**src/rtl/ll_pkg.sv**
```systemverilog
// Shared definitions for the linked-list pointer pool arbiter:
// controller state encoding and the round-robin search helper.
package ll_pkg;

   typedef enum logic [0:0] {
      ST_INIT = 1'b0,
      ST_RUN  = 1'b1
   } ll_state_e;

   typedef struct packed {
      logic       found;
      logic [3:0] idx;
   } rr_pick_t;

   // Round-robin search over up to 16 requesters: the first asserted
   // request at or above 'start', wrapping at 'n'. Requires start < n.
   function automatic rr_pick_t rr_pick(input logic [15:0] req,
                                        input logic [3:0]  start,
                                        input logic [4:0]  n);
      rr_pick_t   res;
      logic [4:0] sum;
      logic [4:0] idx;
      res = '0;
      for (int i = 0; i < 16; i++) begin
         sum = 5'(start) + 5'(i);
         idx = (sum >= n) ? (sum - n) : sum;
         if ((5'(i) < n) && !res.found && req[idx[3:0]]) begin
            res.found = 1'b1;
            res.idx   = idx[3:0];
         end
      end
      return res;
   endfunction

endpackage

```
**src/rtl/ll_rr_arb.sv**
```systemverilog
// Round-robin arbiter slice: combinational one-hot pick from the request
// vector, starting at a registered pointer that advances past the
// winner only when the owner commits the grant (adv_i).
module ll_rr_arb
   import ll_pkg::*;
#(
   parameter int N = 4
) (
   input  logic         clk_i,
   input  logic         rst_i,
   input  logic [N-1:0] req_i,
   input  logic         adv_i,
   output logic [N-1:0] gnt_o
);

   localparam int PW = (N > 1) ? $clog2(N) : 1;

   logic [PW-1:0] ptr_q;
   logic [PW-1:0] ptr_d;
   rr_pick_t      pick_s;

   // Search for the winner and decode it one-hot.
   always_comb begin
      pick_s = rr_pick(16'(req_i), 4'(ptr_q), 5'(N));
      gnt_o  = '0;
      for (int i = 0; i < N; i++) begin
         gnt_o[i] = pick_s.found && (pick_s.idx == 4'(i));
      end
   end

   // Move the search start to just past a committed winner.
   always_comb begin
      if (adv_i && pick_s.found) begin
         if (pick_s.idx == 4'(N - 1)) begin
            ptr_d = '0;
         end else begin
            ptr_d = PW'(pick_s.idx + 4'd1);
         end
      end else begin
         ptr_d = ptr_q;
      end
   end

   // Priority pointer register.
   always_ff @(posedge clk_i or posedge rst_i) begin
      if (rst_i) begin
         ptr_q <= '0;
      end else begin
         ptr_q <= ptr_d;
      end
   end

endmodule

```
**src/rtl/ll_ptr_pool_arb.sv**
```systemverilog
// Pointer pool controller: arbitrates N_REQ requesters for allocation from
// and release to an external pointer storage. Holds off all traffic until
// the storage reports its first free pointer (storage self-init).
// Optional build macro: LL_PTR_POOL_STATS_EN adds in_use_o / stall_cnt_o.
module ll_ptr_pool_arb
   import ll_pkg::*;
#(
   parameter int A_WIDTH = 8,
   parameter int N_REQ   = 4
) (
   input  logic                     clk_i,
   input  logic                     rst_i,
   input  logic [N_REQ-1:0]         alloc_req_i,
   output logic [N_REQ-1:0]         alloc_gnt_o,
   output logic [A_WIDTH-1:0]       alloc_ptr_o,
   input  logic [N_REQ-1:0]         free_val_i,
   input  logic [N_REQ*A_WIDTH-1:0] free_ptr_i,
   output logic [N_REQ-1:0]         free_rdy_o,
   input  logic [A_WIDTH-1:0]       pool_ptr_i,
   input  logic                     pool_val_i,
   output logic                     pool_rd_ack_o,
   output logic [A_WIDTH-1:0]       pool_add_ptr_o,
   output logic                     pool_add_en_o,
   output logic                     ready_o
`ifdef LL_PTR_POOL_STATS_EN
  ,output logic [A_WIDTH:0]         in_use_o,
   output logic [15:0]              stall_cnt_o
`endif
);

   ll_state_e          state_q;
   ll_state_e          state_d;
   logic               run_s;
   logic               alloc_go_s;
   logic               free_go_s;
   logic [N_REQ-1:0]   alloc_win_s;
   logic [N_REQ-1:0]   free_win_s;
   logic [A_WIDTH-1:0] free_sel_ptr_s;

   assign run_s      = (state_q == ST_RUN);
   // A release never feeds an allocation directly; both sides are independent.
   assign alloc_go_s = run_s && pool_val_i && (|alloc_req_i);
   assign free_go_s  = run_s && (|free_val_i);

   ll_rr_arb #(.N(N_REQ)) u_alloc_arb (
      .clk_i (clk_i),
      .rst_i (rst_i),
      .req_i (alloc_req_i),
      .adv_i (alloc_go_s),
      .gnt_o (alloc_win_s)
   );

   ll_rr_arb #(.N(N_REQ)) u_free_arb (
      .clk_i (clk_i),
      .rst_i (rst_i),
      .req_i (free_val_i),
      .adv_i (free_go_s),
      .gnt_o (free_win_s)
   );

   // Select the released pointer of the one-hot release winner.
   always_comb begin
      free_sel_ptr_s = '0;
      for (int i = 0; i < N_REQ; i++) begin
         free_sel_ptr_s = free_sel_ptr_s
                        | ({A_WIDTH{free_win_s[i]}} & free_ptr_i[i*A_WIDTH +: A_WIDTH]);
      end
   end

   // Controller state register.
   always_ff @(posedge clk_i or posedge rst_i) begin
      if (rst_i) begin
         state_q <= ST_INIT;
      end else begin
         state_q <= state_d;
      end
   end

   // Leave INIT once the storage has produced its first free pointer.
   always_comb begin
      case (state_q)
         ST_INIT: state_d = pool_val_i ? ST_RUN : ST_INIT;
         ST_RUN:  state_d = ST_RUN;
         default: state_d = ST_INIT;
      endcase
   end

   // Grants, accepts and storage strobes; all quiet outside RUN.
   always_comb begin
      alloc_gnt_o    = alloc_go_s ? alloc_win_s : '0;
      alloc_ptr_o    = alloc_go_s ? pool_ptr_i  : '0;
      pool_rd_ack_o  = alloc_go_s;
      free_rdy_o     = free_go_s ? free_win_s : '0;
      pool_add_en_o  = free_go_s;
      pool_add_ptr_o = free_go_s ? free_sel_ptr_s : '0;
      ready_o        = run_s;
   end

`ifdef LL_PTR_POOL_STATS_EN
   logic [A_WIDTH:0] in_use_q;
   logic [15:0]      stall_cnt_q;

   assign in_use_o    = in_use_q;
   assign stall_cnt_o = stall_cnt_q;

   // Outstanding pointers and saturating exhausted-pool stall counter.
   always_ff @(posedge clk_i or posedge rst_i) begin
      if (rst_i) begin
         in_use_q    <= '0;
         stall_cnt_q <= 16'h0000;
      end else begin
         case ({alloc_go_s, free_go_s})
            2'b10:   in_use_q <= in_use_q + (A_WIDTH+1)'(1);
            2'b01:   in_use_q <= in_use_q - (A_WIDTH+1)'(1);
            default: in_use_q <= in_use_q;
         endcase
         if (run_s && (|alloc_req_i) && !pool_val_i && (stall_cnt_q != 16'hFFFF)) begin
            stall_cnt_q <= stall_cnt_q + 16'd1;
         end else begin
            stall_cnt_q <= stall_cnt_q;
         end
      end
   end
`endif

endmodule

```
**config.mk**
```make
export PLATFORM = sky130hd
export DESIGN_NAME = ll_ptr_pool_arb
export DESIGN_NICKNAME = d
export VERILOG_FILES = /design/src/rtl/ll_pkg.sv /design/src/rtl/ll_rr_arb.sv /design/src/rtl/ll_ptr_pool_arb.sv
export SDC_FILE = /design/constraint.sdc
export NUM_CORES = 1
export LEC_CHECK = 0
export ABC_AREA = 1
export ABC_CLOCK_PERIOD_IN_PS = 3000
export BUFFER_PORTS_ARGS = -buffer_cell sky130_fd_sc_hd__buf_4
export CAP_MARGIN = 20
export CORE_MARGIN = 2
export CORE_UTILIZATION = 40
export CTS_BUF_LIST = sky130_fd_sc_hd__clkbuf_2 sky130_fd_sc_hd__clkbuf_4 sky130_fd_sc_hd__clkbuf_8
export DETAILED_ROUTE_END_ITERATION = 10
export HOLD_SLACK_MARGIN = 0.02
export PLACE_DENSITY = 0.73
export SLEW_MARGIN = 20
export SYNTH_ARGS = -nofsm -noshare
export SYNTH_HDL_FRONTEND = slang
export SYNTH_SLANG_ARGS = --single-unit
```
**constraint.sdc**
```tcl
create_clock -name clk_i -period 3 [get_ports clk_i]
set_input_delay 0.15 -clock clk_i [delete_from_list [all_inputs] [get_ports clk_i]]
set_output_delay 0.15 -clock clk_i [all_outputs]
set_load 0.05 [all_outputs]
```
After elaboration in Yosys (flattened, before gate mapping)
Cells that the tools add are included.
{ "totals": {"register_bits": 5, "inputBits": 51, "out_inout_bits": 27, "wordCells": 118} }
{ "op_classes": {"n_addsub": 16, "magnitude_cmp": 16, "n_eq_ne": 6, "mux": 40, "bitwise": 8, "reduce_logical": 29} }
{ "ops": {"columns": ["cell", "n"], "rows": [
  ["4-bit by 5-bit less-than comparator with 1-bit output (second input constant)", 8],
  ["4-bit two-way mux", 10],
  ["5-bit two-way mux", 8],
  ["8-bit bitwise AND", 4],
  ["1-bit binary-select mux with 4-bit select", 8],
  ["5-bit by 3-bit >= comparator with 1-bit output (second input constant)", 6],
  ["8-bit OR", 3],
  ["4-bit by 3-bit subtractor with 4-bit output (second input constant)", 6],
  ["1-bit logical AND", 19],
  ["4-bit by 2-bit equality test with 1-bit output (second input constant)", 4],
  ["8-bit two-way mux", 2],
  ["2-bit by 2-bit adder with 3-bit output (second input constant)", 4],
  ["1-bit two-way mux", 9],
  ["4-bit by 1-bit equality test with 1-bit output (second input constant)", 2],
  ["4-bit logical NOT", 2],
  ["4-bit OR reduction", 2],
  ["2-bit by 3-bit subtractor with 4-bit output (second input constant)", 2],
  ["2-bit by 1-bit adder with 3-bit output (second input constant)", 2],
  ["2-bit by 3-bit >= comparator with 1-bit output (second input constant)", 2],
  ["1-bit logical NOT", 6],
  ["2-bit by 1-bit adder with 2-bit output (second input constant)", 2],
  ["2-bit two-way mux", 2],
  ["1-bit one-hot mux with 2 select lines", 1],
  ["1-bit NOT", 1]
]} }

Logic depth before layout (Yosys ltp)
Gate-level depths: netlist (run 1).
{ "logic_depth": {"depth_word": 21, "mapped_depth": 17, "depth_no_buf": 16} }

Modules after synthesis
A second synthesis (run 1) with hierarchy kept.
{ "unflattened": {"hier_cells": 269, "area_unflattened_um2": 1430.1} }
{ "modules_own_cells": {"columns": ["module", "instances", "cells_per_inst", "area_per_inst_um2", "seq_area_each_um2"], "rows": [
  ["ll_rr_arb", 2, 76, 474.2, 50.0],
  ["ll_ptr_pool_arb", 1, 117, 481.7, 25.0]
]} }

Least setup slack after synthesis (run 1)
No wires, ideal clock.
{ "synth_timing": {"path_type": "register to output", "startpoint": "reg state_q (netlist: ready_o)", "endpoint": "out alloc_ptr_o[0]", "t_arrival_ns": 3.030, "required_ns": 2.850, "setup_slack_ns": -0.180, "path_stages_with_launch": 5, "path_buffers": 0, "path_cell_list": "dfrtp_1 -> inv_1 -> nor3_1 -> inv_1 -> nor2_1"} }
{ "synth_via": {"elab_chain_len": 3} }
{ "synth_rtl": {"columns": ["item", "line_no", "rtl"], "rows": [
  ["start: declaration", "ll_ptr_pool_arb.sv:31", "ll_state_e state_q;"],
  ["start signal: assignment", "ll_ptr_pool_arb.sv:75", "state_q <= state_d;"],
  ["1-bit logical AND (2 in a row)", "ll_ptr_pool_arb.sv:42", "assign alloc_go_s = run_s && pool_val_i && (|alloc_req_i);"],
  ["named net pool_rd_ack_o", "ll_ptr_pool_arb.sv:21", "output logic pool_rd_ack_o,"],
  ["8-bit two-way mux", "ll_ptr_pool_arb.sv:91", "alloc_ptr_o = alloc_go_s ? pool_ptr_i : '0;"],
  ["end: declaration", "ll_ptr_pool_arb.sv:15", "output logic [A_WIDTH-1:0] alloc_ptr_o,"]
]} }
The timed path passes the listed nets, and every way through them passes these cells.

Worst setup path after layout (run 1)
{ "layout_timing": {"startpoint": "reg u_free_arb.ptr_q[1]", "endpoint": "out pool_add_ptr_o[2]"} }
{ "layout_via": {"elab_chain_len": 21, "word_cells_on_any_way": 49, "classes_between": "add/sub: 7; order compare: 4; eq/ne: 3; mux: 17; bitwise: 7; reduce/logical: 11"} }
{ "layout_rtl": {"columns": ["item", "line_no", "rtl"], "rows": [
  ["start: declaration", "ll_rr_arb.sv:18", "logic [PW-1:0] ptr_q;"],
  ["start signal: assignment", "ll_rr_arb.sv:49", "ptr_q <= ptr_d;"],
  ["branches (longest 13 deep; another with 4-bit by 3-bit subtractor with 4-bit output)", null, null],
  ["5-bit two-way mux (*)", "ll_pkg.sv:27", "if ((5'(i) < n) && !res.found && req[idx[3:0]]) begin"],
  ["4-bit by 1-bit equality test with 1-bit output or 4-bit logical NOT (tied branches)", "ll_rr_arb.sv:27", "gnt_o[i] = pick_s.found && (pick_s.idx == 4'(i));"],
  ["1-bit logical AND", "ll_rr_arb.sv:27", null],
  ["8-bit bitwise AND", "ll_ptr_pool_arb.sv:66", "| ({A_WIDTH{free_win_s[i]}} & free_ptr_i[i*A_WIDTH +: A_WIDTH]);"],
  ["8-bit OR (2 in a row)", "ll_ptr_pool_arb.sv:66", null],
  ["8-bit OR (*)", "ll_ptr_pool_arb.sv:66", null],
  ["8-bit two-way mux (*)", "ll_ptr_pool_arb.sv:95", "pool_add_ptr_o = free_go_s ? free_sel_ptr_s : '0;"],
  ["end: declaration", "ll_ptr_pool_arb.sv:22", "output logic [A_WIDTH-1:0] pool_add_ptr_o,"]
]} }
Mark *: on every way between the ends. The select of a mux whose other input is x is not followed.

==> run summary, run 1 <==
The global-route wire length before repair was 6150 um. The cell sitting at the root of the clock tree is a sky130_fd_sc_hd__clkbuf_4. TritonCTS built the clock tree. The later pin in the worst-skew pair is clocked with a latency of 0.24 ns.

Number of max-cap violations: 0. STA classifies the critical path endpoint as a primary output. The number of iterations in the first detailed-routing pass came out at 4. In this run the horizontal extent of the chip is 63.2 um. The worst setup path is launched from a flip-flop. The data required time at the worst endpoint is 2.85 ns, and the storage element area is 126 sq um. At the end of the flow the core is filled with cells to 64.4%.

The floorplan die height is 63.2 um. Total non-filler cell area in the finished layout: 2160 sq um. Mean cell area of the mapped netlist: 5.84 sq um.

Routability-driven placement finished with a final weighted congestion of 0.850. The core region is 3360 sq um. In the layout the commonest cells are 72 x sky130_fd_sc_hd__buf_4, 54 x sky130_fd_sc_hd__nand2_1, 33 x sky130_fd_sc_hd__nand4_1. Timing analysis after detailed placement gives a worst setup slack of 0.150 ns. The synthesis-to-finish area growth is 54.5%.

The arrival time of the worst setup path was 2.68 ns; the remaining number of nets flagged by the antenna check after routing was 0. The fraction of final layout cells sized beyond drive strength 1 was 40.3%. The port buffer count came out at 77. The via count of the first global-routing pass is 1486, and the count of cell types in the netlist is 31. For this run, the post-layout net count is 379. The path type of the worst setup path was flip-flop to primary output. In this run the deepest clock path goes through 2 buffers. The final-report max-slew violation count came out at 0. The portion of the post-synthesis area used by sequential elements was 8.93%. The run gives 0 as the detailed-route DRC error count. The number of design-rule violations left by the first detailed-router iteration is 83, and the proportion of netlist area held by the largest area contributor is 14.7%. The share of the cycle needed by the critical path after routing works out to 94.5%.

After synthesis the netlist holds a flip-flop and latch count of 5. The detail-routed via count per cell was 4.82. The site row count is 21, and the highest achievable clock rate is 0.353 GHz. The biggest area contributor in the post-synthesis netlist is sky130_fd_sc_hd__nand2_1. The CTS H-tree depth is 1, and the number of synthesis warnings is 0.

The flow ran to the end, and the final reports show no timing, DRC or antenna violations. Average wire length per cell after detail routing: 11.1 um. The worst path meets setup with 0.165 ns of slack. Setup repair after global routing could not meet its margin everywhere.

After detailed routing, the total wire length is 3970 um. Counting every instance in the synthesized netlist gives 240. The number of top-level pins was 78.

Clock tree synthesis inserted a total of 3 buffers. The total of endpoints with negative setup slack in the final report came out at 0. After synthesis the cells add up to 1400 sq um. Number of fill cells: 331. Entering global routing, the biggest net connects 38 pins. The multi-input combinational cells in the finished layout cover a total of 1160 sq um.

Of all nets on the critical path, the largest fanout is 9. The number of buffers added for setup after CTS is 0, and the remaining global-route overflow is 0. The clock-pin slew on the worst setup and hold paths is 0.04 ns, and the number of diodes added for antenna fixing is 0. The final hold violation count was 0. The relative slew slack came out at 64.0%. Across every metal layer, demand over resource in global routing totals 18.5%. The path class of the tightest hold or removal check is input pin to flip-flop.

The run gives 5 as the count of clock tree sinks. The post-placement cell area is 2010 sq um. In the post-synthesis netlist, the biggest area contributors are sky130_fd_sc_hd__nand2_1 15%, sky130_fd_sc_hd__nand4_1 15%, sky130_fd_sc_hd__ha_1 13%, sky130_fd_sc_hd__nor2_1 10%, sky130_fd_sc_hd__dfrtp_1 8.9%.

The smallest clock period supported by the final layout is computed as 2.83 ns. On the final layout, the worst clock skew is 0.00173 ns. Once the floorplan was initialized, standard cells occupied 41.7% of the core. Synthesis produced a netlist with a net count of 305. Most frequent standard cell in the layout excluding fill and tap cells: sky130_fd_sc_hd__buf_4.

The wire-length estimate of the detail-placed layout is 3160 um. The floorplan step defined a die boundary enclosing 3990 sq um. The final route contains 1732 vias. The initial antenna violation count was 0. At the pin with the least slew margin, the transition time is 0.539 ns.
-- critical path: stages, from the launching register on --
cell and delay, ns:
sky130_fd_sc_hd__dfrtp_1 0.38, sky130_fd_sc_hd__inv_2 0.11, sky130_fd_sc_hd__ha_4 0.23, sky130_fd_sc_hd__inv_4 0.08, sky130_fd_sc_hd__nand3_2 0.09, sky130_fd_sc_hd__nand2_4 0.10, sky130_fd_sc_hd__inv_4 0.05, sky130_fd_sc_hd__nor2_8 0.09
sky130_fd_sc_hd__nand3b_1 0.17, sky130_fd_sc_hd__nand4_1 0.19, sky130_fd_sc_hd__o21ai_4 0.10, sky130_fd_sc_hd__inv_2 0.11, sky130_fd_sc_hd__ha_4 0.20, sky130_fd_sc_hd__nand4_1 0.10, sky130_fd_sc_hd__nand2_1 0.12, sky130_fd_sc_hd__nor2_1 0.05
sky130_fd_sc_hd__nor2_2 0.09, sky130_fd_sc_hd__buf_6 0.17
-- cell families after synthesis --
| logic type | after synthesis | synth area share [%] |
|---|---|---|
| buf+inv | 50 | 16.1 |
| fa+ha+maj | 14 | 12.5 |
| compound gates | 15 | 6.16 |
| simple gates | 156 | 56.3 |
| flops | 5 | 8.93 |
-- state kept, by name, summed over array words and instances, names as in the netlist --
register	cells
u_alloc_arb.ptr_q	2
u_free_arb.ptr_q	2
ready_o	1
-- Yosys cell counts, drive strengths merged --
| cell type | count |
|---|---|
| o211ai | 2 |
| dfrtp | 5 |
| o21ai | 10 |
| nand3b | 1 |
| clkbuf | 5 |
| inv | 38 |
| ha | 14 |
| nand3 | 16 |
| nor2 | 41 |
| nand4 | 34 |
| nand2 | 61 |
| nor3 | 1 |
| buf | 7 |
| nor4 | 1 |
| a41oi | 1 |
| a21oi | 1 |
| a21o | 1 |
| and2 | 1 |
-- through the flow --
step           hold slack (ns)  setup TNS (ns)  std cells
6_report                 0.109               0        359
5_1_grt                  0.121         -0.0471        359
4_1_cts                  0.102               0        359
3_5_place_dp            0.0594               0        354
3_3_place_gp            0.0581               0        354
2_1_floorplan          -0.0715         -0.0245        240
-- worst paths after layout --
path,startpoint,endpoint,slack (ns),cells past startpoint
max reg2reg,u_alloc_arb.ptr_q[0],u_alloc_arb.ptr_q[1],0.74,10
min reg2reg,ready_o,ready_o,0.51,2
min,pool_val_i,ready_o,0.11,3
min in group asynchronous,rst_i,u_free_arb.ptr_q[1],0.36,3
max,u_free_arb.ptr_q[1],pool_add_ptr_o[2],0.17,17
max in group asynchronous,rst_i,u_alloc_arb.ptr_q[0],2.46,3
-- routing by layer --
metal / vias up / GRT usage (%) / wire length, um
met5: - / 0 / 0
met4: 0 / 4.08 / 21
met3: 2 / 1.43 / 155
met2: 43 / 34.4 / 1990
met1: 756 / 23.0 / 1800
li1: 931 / - / -
-- final cells by class --
cell class	count	share of cell area (%)
Timing Repair Buffer	81	29.6
Sequential cell	5	5.84
Tap cell	46	2.66
Inverter	38	6.82
Clock buffer	4	1.39
Multi-Input combinational cell	185	53.7
-- what timing repair did --
action / 4_1_cts / 5_1_grt
gates resized for setup: 4 / 23
hold endpoints to repair: 5 / 0
hold buffers: 1 / 0
endpoints found under the setup margin: 8 / 16
pin swaps: 0 / 2
Power of run 1 is not shown: default switching activity piles up to over one toggle a cycle in this logic, so the estimate is an artifact.
==> run 2: changes to the inputs <==
--- a/config.mk
+++ b/config.mk
@@ -7,14 +7,13 @@
 export LEC_CHECK = 0
 export ABC_AREA = 1
 export ABC_CLOCK_PERIOD_IN_PS = 3000
-export BUFFER_PORTS_ARGS = -buffer_cell sky130_fd_sc_hd__buf_4
 export CAP_MARGIN = 20
 export CORE_MARGIN = 2
 export CORE_UTILIZATION = 40
 export CTS_BUF_LIST = sky130_fd_sc_hd__clkbuf_2 sky130_fd_sc_hd__clkbuf_4 sky130_fd_sc_hd__clkbuf_8
 export DETAILED_ROUTE_END_ITERATION = 10
+export DONT_BUFFER_PORTS = 1
 export HOLD_SLACK_MARGIN = 0.02
-export PLACE_DENSITY = 0.73
 export SLEW_MARGIN = 20
 export SYNTH_ARGS = -nofsm -noshare
 export SYNTH_HDL_FRONTEND = slang
==> run 2 against run 1 <==
  * Non-clock buffer count shrank 45
  * Die area is the same
  * Routed wire length shrank 1.0%
  * Largest cell class unchanged
  * Highest routed layer unchanged
==> run summary, run 2 (synthesized netlist as in run 1, its figures left out) <==
Element type at the critical path start: a flip-flop (unchanged). Largest net degree at the start of global routing: 38 (unchanged). The port buffer count came out at 0 (was 77). The final hold violation count was 0 (unchanged); the share of the cycle needed by the critical path after routing was 96.7% (was 94.5%). The run gives 57.0% (was 64.4%) as the final design utilization. The tools report the endpoint of the lowest-slack register-to-register path as u_alloc_arb.ptr_q[1] (unchanged). The slew of the pin with the lowest slew margin is 0.534 ns (was 0.539 ns), and the final-report max-slew violation count is 0 (unchanged).

The run gives 1604 (was 1732) as the via count. The floorplan die height was 63.2 um (unchanged); the worst hold slack after final layout was 0.0354 ns (was 0.109 ns). Initial antenna violation count: 0 (unchanged). Global-route wire length before repair: 6190 um (was 6150 um). Termination of the worst setup path: pool_add_ptr_o[6] (was pool_add_ptr_o[2]). The tools report the CTS H-tree depth as 1 (unchanged).

The post-layout minimum cycle time was 2.90 ns (was 2.83 ns). The remaining global-route overflow was 0 (unchanged); the biggest fanout along the worst timing path was 5 (was 9). The floorplan die width was 63.2 um (unchanged). The maximum clock insertion buffer count came out at 2 (unchanged). Clock root buffer: sky130_fd_sc_hd__clkbuf_4 (unchanged).

Highest achievable clock rate: 0.345 GHz (was 0.353 GHz). The run gives 0 (unchanged) as the total of endpoints with negative setup slack in the final report. The tools report the total length of routed wires as 3930 um (was 3970 um). The worst reg-to-reg setup slack is 0.76 ns (was 0.74 ns). The most frequent standard cell in the layout excluding fill and tap cells was sky130_fd_sc_hd__nand2_1 (was sky130_fd_sc_hd__buf_4). The fraction of final layout cells sized beyond drive strength 1 works out to 30.2% (was 40.3%). The net count of the finished layout was 334 (was 379). The routability congestion estimate came out at 0.888 (was 0.850). The run finished with clean final reports. The run gives 1430 (was 1486) as the via count of the first global-routing pass. The logs give 4 (unchanged) for the number of iterations in the first detailed-routing pass and 21 (unchanged) for the site row count. The placement-stage worst setup slack was 0.163 ns (was 0.150 ns). Category of the worst setup path capture point: a primary output (unchanged). Worst setup margin: 0.100 ns (was 0.165 ns). Startpoint of the lowest-slack hold path: pool_val_i (unchanged).

Count of clock tree sinks: 5 (unchanged). The total global routing track utilization came out at 18.5% (about the same). For the initial standard-cell utilization of the core, the log shows 41.7% (unchanged).

The area of the multi-input gates was 1170 sq um (was 1160 sq um). For the data required time at the worst endpoint, the log shows 2.85 ns (about the same). Commonest non-fill, non-tap cells in the layout: 54 x sky130_fd_sc_hd__nand2_1, 33 x sky130_fd_sc_hd__nand4_1, 29 x sky130_fd_sc_hd__inv_1, 29 x sky130_fd_sc_hd__nor2_1, 25 x sky130_fd_sc_hd__buf_4 (was 72 x sky130_fd_sc_hd__buf_4, 54 x sky130_fd_sc_hd__nand2_1, 33 x sky130_fd_sc_hd__nand4_1).

For the number of CTS-inserted buffers, the log shows 3 (unchanged). The tools report the worst reg2reg path startpoint as u_alloc_arb.ptr_q[0] (unchanged). The detail-routed via count per cell is 5.11 (was 4.82), and the worst setup skew after layout is 0.00167 ns (was 0.00173 ns). Remaining number of nets flagged by the antenna check after routing: 0 (unchanged). The startpoint of the most critical setup path is u_free_arb.ptr_q[1] (unchanged). The average wire length per cell after detail routing was 12.5 um (was 11.1 um). Number of design-rule violations left by the first detailed-router iteration: 107 (was 83).

The arrival time of the worst setup path came out at 2.75 ns (was 2.68 ns). TritonCTS built the clock tree. The run gives 3990 sq um (unchanged) as the full die area. The detailed-route DRC error count was 0 (unchanged); the number of diodes added for antenna fixing was 0 (unchanged). The tools report the number of fill cells as 344 (was 331). The run gives 3360 sq um (unchanged) as the area of the core region. Synthesis-to-finish area growth: 36.9% (was 54.5%).

The number of top-level pins came out at 78 (unchanged). For the relative slew slack, the log shows 64.3% (was 64.0%). Clock-pin slew on the worst setup and hold paths: 0.04 ns (about the same).

The number of cells on the worst reg-to-reg path was 11 (was 10). The path type of the worst setup path was flip-flop to primary output (unchanged). For the HPWL after detailed placement, the log shows 2990 um (was 3160 um). The storage element area was 126 sq um (unchanged); the clock network latency to the later pin of the worst-skew pair was 0.24 ns (about the same). For the number of max-cap violations, the log shows 0 (unchanged).

The classification of the worst-slack hold path was input pin to flip-flop (unchanged).
## run 2: changes by cell type in the layout (fill, tap and decap cells not counted)
cell,change
sky130_fd_sc_hd__buf_4,-47
sky130_fd_sc_hd__o21ai_0,-1
sky130_fd_sc_hd__o21ai_1,+1
sky130_fd_sc_hd__nor2_4,+1
sky130_fd_sc_hd__buf_6,-7
sky130_fd_sc_hd__buf_12,+9
sky130_fd_sc_hd__nor2_2,-1
## run 2: what timing repair did
action	CTS	global route
pin swaps	0	4
setup endpoints to repair	8	16
gates resized for setup	5	19
hold buffers	1	0
hold endpoints to repair	5	0
buffers inserted	0	6
## run 2: layer usage
layer  share of wire, %  routed length, um  GRT usage, %  vias to the layer above
met5                  0                  0             0                        -
met2                 52               2040          31.4                       52
met1                 41               1620          23.6                      708
li1                   -                  -             -                      842
met3                6.3                248          3.21                        2
met4               0.36                 14          6.25                        0
## run 2: how the worst min path moves through the flow
stage               to  depth (start not counted)  slack (ns)
2_1_floorplan  ready_o                          1       -0.07
3_3_place_gp   ready_o                          1       -0.06
3_5_place_dp   ready_o                          1       -0.06
4_1_cts        ready_o                          2        0.03
5_1_grt        ready_o                          2        0.06
6_report       ready_o                          2        0.04
## run 2: through the flow
| step | cell area [sq um] | setup TNS (ns) | cells |
|---|---|---|---|
| 5_1_grt | 1920 | -0.219 | 314 |
| 6_report | 1920 | 0 | 314 |
| 3_3_place_gp | 1730 | 0 | 303 |
| 2_1_floorplan | 1440 | -0.0245 | 240 |
| 4_1_cts | 1780 | 0 | 308 |
| 3_5_place_dp | 1730 | 0 | 303 |
## run 2: area by class of cell
cell class	count	share of cell area [%]
Sequential cell	5	6.59
Tap cell	46	3.00
Clock buffer	4	1.57
Timing Repair Buffer	36	20.3
Multi-Input combinational cell	185	60.9
Inverter	38	7.70
## run 2: critical path, cell delays in order (launching register included)
cell                       delay, ns
sky130_fd_sc_hd__dfrtp_1        0.39
sky130_fd_sc_hd__inv_2          0.11
sky130_fd_sc_hd__ha_4           0.23
sky130_fd_sc_hd__inv_4          0.06
sky130_fd_sc_hd__nand3_2        0.09
sky130_fd_sc_hd__nand2_4        0.08
sky130_fd_sc_hd__inv_4          0.05
sky130_fd_sc_hd__nor2_8         0.09
sky130_fd_sc_hd__nand3b_1       0.16
sky130_fd_sc_hd__nand4_1        0.19
sky130_fd_sc_hd__o21ai_4        0.11
sky130_fd_sc_hd__inv_2          0.11
sky130_fd_sc_hd__ha_4           0.16
sky130_fd_sc_hd__buf_4          0.13
sky130_fd_sc_hd__nand4_1        0.09
sky130_fd_sc_hd__nand2_1        0.10
sky130_fd_sc_hd__nor2_1         0.05
sky130_fd_sc_hd__nor2_2         0.15
sky130_fd_sc_hd__buf_12         0.16
Power of run 2 is left out for the same reason.
